### config.mk
export PLATFORM = sky130hd
export DESIGN_NAME = pipe_flow_ctrl
export DESIGN_NICKNAME = d
export VERILOG_FILES = /design/src/rtl/pipe_ctrl_pkg.sv /design/src/rtl/md_busy_counter.sv /design/src/rtl/pipe_flow_ctrl.sv
export SDC_FILE = /design/constraint.sdc
export NUM_CORES = 1
export LEC_CHECK = 0
export BUFFER_PORTS_ARGS = -buffer_cell sky130_fd_sc_hd__buf_2
export CAP_MARGIN = 20
export CORE_AREA = 2 2 39 41
export DETAILED_ROUTE_END_ITERATION = 8
export DIE_AREA = 0 0 41 43
export PLACE_DENSITY = 0.57
export SLEW_MARGIN = 20
export SYNTH_ARGS = -nofsm -noshare
export SYNTH_HDL_FRONTEND = slang
export SYNTH_SLANG_ARGS = --single-unit
### constraint.sdc
create_clock -name clk -period 5.3 [get_ports clk]
set_clock_uncertainty 0.1 [all_clocks]
set_input_delay 0 -clock clk [delete_from_list [all_inputs] [get_ports clk]]
set_output_delay 0 -clock clk [all_outputs]
set_load 0.1 [all_outputs]
### src/rtl/pipe_ctrl_pkg.sv
// Shared types and constants for the pipeline flow controller.
// Optional stall performance counter is enabled by the PIPE_STALL_PERF_EN macro.
package pipe_ctrl_pkg;

  typedef enum logic {
    IDLE       = 1'b0,
    ERET_FLUSH = 1'b1
  } flow_state_e;

  localparam int unsigned MULT_CYC_DEFAULT = 5;
  localparam int unsigned DIV_CYC_DEFAULT  = 10;
  localparam int unsigned CNT_W_DEFAULT    = 4;

  localparam logic [31:0] EXC_ENTRY = 32'h0000_4180;

endpackage

### src/rtl/md_busy_counter.sv
// Multiply/divide busy counter: loads on an idle start unless the starting
// instruction is killed, otherwise counts down to zero and holds there.
module md_busy_counter #(
  parameter int unsigned MULT_CYC = 5,
  parameter int unsigned DIV_CYC  = 10,
  parameter int unsigned CNT_W    = 4
) (
  input  logic             clk,
  input  logic             reset,
  input  logic             load,
  input  logic             is_div,
  input  logic             kill,
  output logic [CNT_W-1:0] cnt,
  output logic             busy
);

  logic [CNT_W-1:0] cnt_q;
  logic [CNT_W-1:0] cnt_d;

  always_comb begin
    cnt_d = cnt_q;
    if (load && !kill && (cnt_q == '0)) begin
      cnt_d = is_div ? CNT_W'(DIV_CYC) : CNT_W'(MULT_CYC);
    end else if (cnt_q != '0) begin
      cnt_d = cnt_q - CNT_W'(1);
    end
  end

  always_ff @(posedge clk) begin
    if (reset) begin
      cnt_q <= '0;
    end else begin
      cnt_q <= cnt_d;
    end
  end

  assign cnt  = cnt_q;
  assign busy = (cnt_q != '0);

  // A live start while busy means the decode stall logic let one through.
  a_no_start_while_busy : assert property (
    @(posedge clk) disable iff (reset) !(load && !kill && busy)
  );

endmodule

### src/rtl/pipe_flow_ctrl.sv
// Central flow controller: per-stage write enables, bubbles/flushes, exception
// broadcast and ERET sequencing. Macro PIPE_STALL_PERF_EN adds stall_cnt.
module pipe_flow_ctrl
  import pipe_ctrl_pkg::*;
#(
  parameter int unsigned MULT_CYC = MULT_CYC_DEFAULT,
  parameter int unsigned DIV_CYC  = DIV_CYC_DEFAULT,
  parameter int unsigned CNT_W    = CNT_W_DEFAULT
) (
  input  logic             clk,
  input  logic             reset,
  input  logic             d_hazard,
  input  logic             d_is_md,
  input  logic             d_is_eret,
  input  logic             e_md_start,
  input  logic             e_md_is_div,
  input  logic             int_req,
  output logic             f_we,
  output logic             d_we,
  output logic             e_we,
  output logic             m_we,
  output logic             e_flush,
  output logic             d_flush,
  output logic             req,
  output logic             eret_pc_sel,
  output logic             md_busy,
  output logic [CNT_W-1:0] md_cnt
`ifdef PIPE_STALL_PERF_EN
  ,
  output logic [31:0]      stall_cnt
`endif
);

  flow_state_e state_q;
  flow_state_e state_d;
  logic        stall;

  md_busy_counter #(
    .MULT_CYC (MULT_CYC),
    .DIV_CYC  (DIV_CYC),
    .CNT_W    (CNT_W)
  ) u_md_cnt (
    .clk    (clk),
    .reset  (reset),
    .load   (e_md_start),
    .is_div (e_md_is_div),
    .kill   (int_req),
    .cnt    (md_cnt),
    .busy   (md_busy)
  );

  assign stall = d_hazard | (d_is_md & (md_busy | e_md_start));

  always_ff @(posedge clk) begin
    if (reset) begin
      state_q <= IDLE;
    end else begin
      state_q <= state_d;
    end
  end

  // A second eret seen during ERET_FLUSH is already squashed, so it is ignored.
  always_comb begin
    state_d = state_q;
    if (int_req) begin
      state_d = IDLE;
    end else begin
      unique case (state_q)
        IDLE:       if (d_is_eret && !stall) state_d = ERET_FLUSH;
        ERET_FLUSH: state_d = IDLE;
        default:    state_d = IDLE;
      endcase
    end
  end

  always_comb begin
    f_we        = 1'b1;
    d_we        = 1'b1;
    e_we        = 1'b1;
    m_we        = 1'b1;
    e_flush     = 1'b0;
    d_flush     = 1'b0;
    req         = 1'b0;
    eret_pc_sel = 1'b0;
    if (int_req) begin
      req = 1'b1;
    end else if (state_q == ERET_FLUSH) begin
      d_flush     = 1'b1;
      eret_pc_sel = 1'b1;
    end else if (stall) begin
      f_we    = 1'b0;
      d_we    = 1'b0;
      e_flush = 1'b1;
    end
  end

`ifdef PIPE_STALL_PERF_EN
  logic [31:0] stall_cnt_q;
  logic [31:0] stall_cnt_d;

  always_comb begin
    stall_cnt_d = stall_cnt_q;
    if (stall && !int_req) stall_cnt_d = stall_cnt_q + 32'd1;
  end

  always_ff @(posedge clk) begin
    if (reset) begin
      stall_cnt_q <= '0;
    end else begin
      stall_cnt_q <= stall_cnt_d;
    end
  end

  assign stall_cnt = stall_cnt_q;
`endif

endmodule

==> summary.md <==
| Metric | Value |
|---|---|
| Crit. End Element | primary output |
| Syn. warnings | 0 |
| Dpl hpwl | 589 µm |
| Total number of vias | 331 |
| Final ANT Viol Nets | 0 |
| Cells on Worst Hold Path | 3 |
| ANT cells | 0 |
| Avg Inst Size Synth | about 8.6 µm² |
| DIE AREA | between 1500 and 2000 µm² |
| Asr flop ratio synth | 0% |
| Final Core Density | 33.6% |
| Largest net degree at the start of global routing | 8 |
| CTS sink cnt | 5 |
| Drt first-iter violations | 2 |
| Worst hold path type | in2reg |
| Critical Path RT | around 5.2 ns |
| Most frequent cells in the layout | buf_2 (18), dfxtp_1 (5), inv_1 (4), dlygate4sd3_1 (4), clkbuf_4 (3) |
| Initial antenna violation count | 0 |
| Fin nets | 70 |
| Unrepaired setup endpoints after global routing | no |
| Final hold violations | 0 |
| Max cap viols | 0 |
| Worst-Skew Late Latency | 0.24 ns |
| Crit path buf inv count | 2 |
| CP max FO | 4 |
| Final TNS setup | 0 ns |
| Reg2reg end | u_md_cnt.cnt[2] |
| Fmax | 0.465 GHz |
| Drt pass-1 iters | 3 |
| Main synth FF type | dfxtp_1 |
| Most common cell after layout, fill and taps aside | buf_2 |
| Crit-path cells | inv_1 -> ha_1 -> or4b_1 -> a21oi_1 -> nand2b_1 -> buf_2 |
| Synthesized instance count | 38 |
| CP Launch Type | flop |
| Post-synth EDFFs | 0 |
| I/O Buffers | 18 |
| Worst Min Path Start | d_hazard |
| Worst setup path category | reg2out |
| Top-area cell type share of the netlist area | slightly above 30% |
| Fraction of layout cells with a size suffix above 1 | 35.6% |
| Period utilization | between 40% and 50% |
| DRC | 0 |
| Area Overhead vs Synth | 42.0% |
| Root buffer cell | clkbuf_4 |
| All-Layer GR Usage | 10.0% |
| Fin. max-slew vios | 0 |
| WP depth | 6 |
| Reg2Reg Setup Slack | roughly 3.3 ns |
| DR vias/cell | ~4.4 |
| CTS resizes | 0 |
| First-pass GRT wire length | about 1100 µm |
| Initial Util | a little under a quarter |
| Top delay family on crit path | simple AND/OR/NAND/NOR gates |
| Worst-case reg-to-reg path depth | 6 |
| Die Width | 41 µm |
| TritonCTS clock tree | done |
| Yosys top cell by area | dfxtp_1 |
| Final min period | between 2 and 2.5 ns |
| Drt total wl | around 730 µm |
| Slowest cell delay on critical path | 0.43 ns |
| Post-synth cell types | 22 |
| Site row count | 14 |
| Ranking of synthesized cells by area | dfxtp_1 (31%), buf_4 (11%), ha_1 (7.6%) |
| CORE AREA | roughly 1400 µm² |
| # setup viols final | 0 |
| Number of global-route vias before repair | between 200 and 300 |
| Seq/Total Area, Yosys | 30.5% |
| Slowest cell on crit path | or4b_1 |
| CTS Buf Count | 3 |
| Post-DR wirelength/cell | between 9 and 10 µm |
| Num ports | 21 |
| Worst r2r src | u_md_cnt.cnt[0] |
| Arr. time, crit path | ~2.1 ns |
| Status | complete, no violations |
| CTS HTree Levels | 1 |
| Mapped Area | 328 µm² |
| Height of the die | 43 µm |
| Hold worst-path end | state_q |
| Clock-pin slew on the worst setup and hold paths | roughly 0.04 ns |
| CTS max path bufs | 2 |
| Seq cells post-synth | 5 |
| Routability Congestion | about 0.82 |
| Global route overflow | 0 |
==> worst max-delay path by stage <==
| stage | start | to | slack, ns |
|---|---|---|---|
| after CTS | u_md_cnt.cnt[0] | d_we | 3.13 |
| after detailed placement | u_md_cnt.cnt[0] | d_we | 3.39 |
| after floorplan | u_md_cnt.cnt[0] | e_flush | 1.55 |
| after global placement | u_md_cnt.cnt[1] | d_we | 3.44 |
| final | u_md_cnt.cnt[0] | f_we | 3.15 |
| after global routing | u_md_cnt.cnt[0] | f_we | 3.02 |
==> registers in the layout, summed over array words and instances, names as in the netlist <==
signal        cells
u_md_cnt.cnt      4
state_q           1
==> synthesized netlist by cell type (2+ instances only) <==
cell type / instances
inv_1: 4
ha_1: 2
dfxtp_1: 5
xnor2_1: 2
a211oi_1: 2
nor2_1: 2
nor3_1: 2
buf_4: 5
==> logic make-up (layout without fill, tap and decap cells) <==
kind of cell	count (synthesis)	after routing	synth area share (%)
xor+xnor	2	2	5.34
compound gates	7	7	16.0
other cells	1	2	1.14
fa+ha+maj	2	2	7.63
flops	5	5	30.5
simple gates	11	11	21.8
buf+inv	10	30	17.6
==> layer usage <==
metal  global-route usage (%)  part of all wire (%)
met1                     12.2                    50
met2                     13.8                    37
met3                     3.14                    10
met4                     8.00                   2.9
met5                        0                     0
==> worst min-delay path, cell delays in order <==
cell and delay, ns:
buf_2 0.08, a21oi_1 0.05, and4_1 0.19
==> stage by stage <==
| step | cells | worst slack, ns | hold WS (ns) | area (µm²) |
|---|---|---|---|---|
| global placement | 67 | 3.44 | 0.116 | 399 |
| detailed placement | 67 | 3.39 | 0.117 | 399 |
| floorplan | 39 | 1.55 | -0.0272 | 332 |
| CTS | 75 | 3.13 | 0.0150 | 465 |
| global route | 75 | 3.02 | 0.0392 | 465 |
| finish | 75 | 3.15 | 0.0164 | 465 |
==> area by class of cell <==
| type | count | area [µm²] |
|---|---|---|
| inverter | 4 | 15.0 |
| multi-input combinational | 24 | 174 |
| fill | 160 | 918 |
| tap | 16 | 20.0 |
| timing repair buffer | 22 | 130 |
| sequential | 5 | 100 |
| clock buffer | 4 | 26.3 |
==> what timing repair did <==
action,4_1_cts,5_1_grt
buffers inserted,0,0
endpoints found under the hold margin,5,0
hold buffers,4,0
setup endpoints to repair,0,0
Power is left out: the tool's default activity adds up to more than one toggle a clock period on the data nets, which glitch-free logic cannot reach.
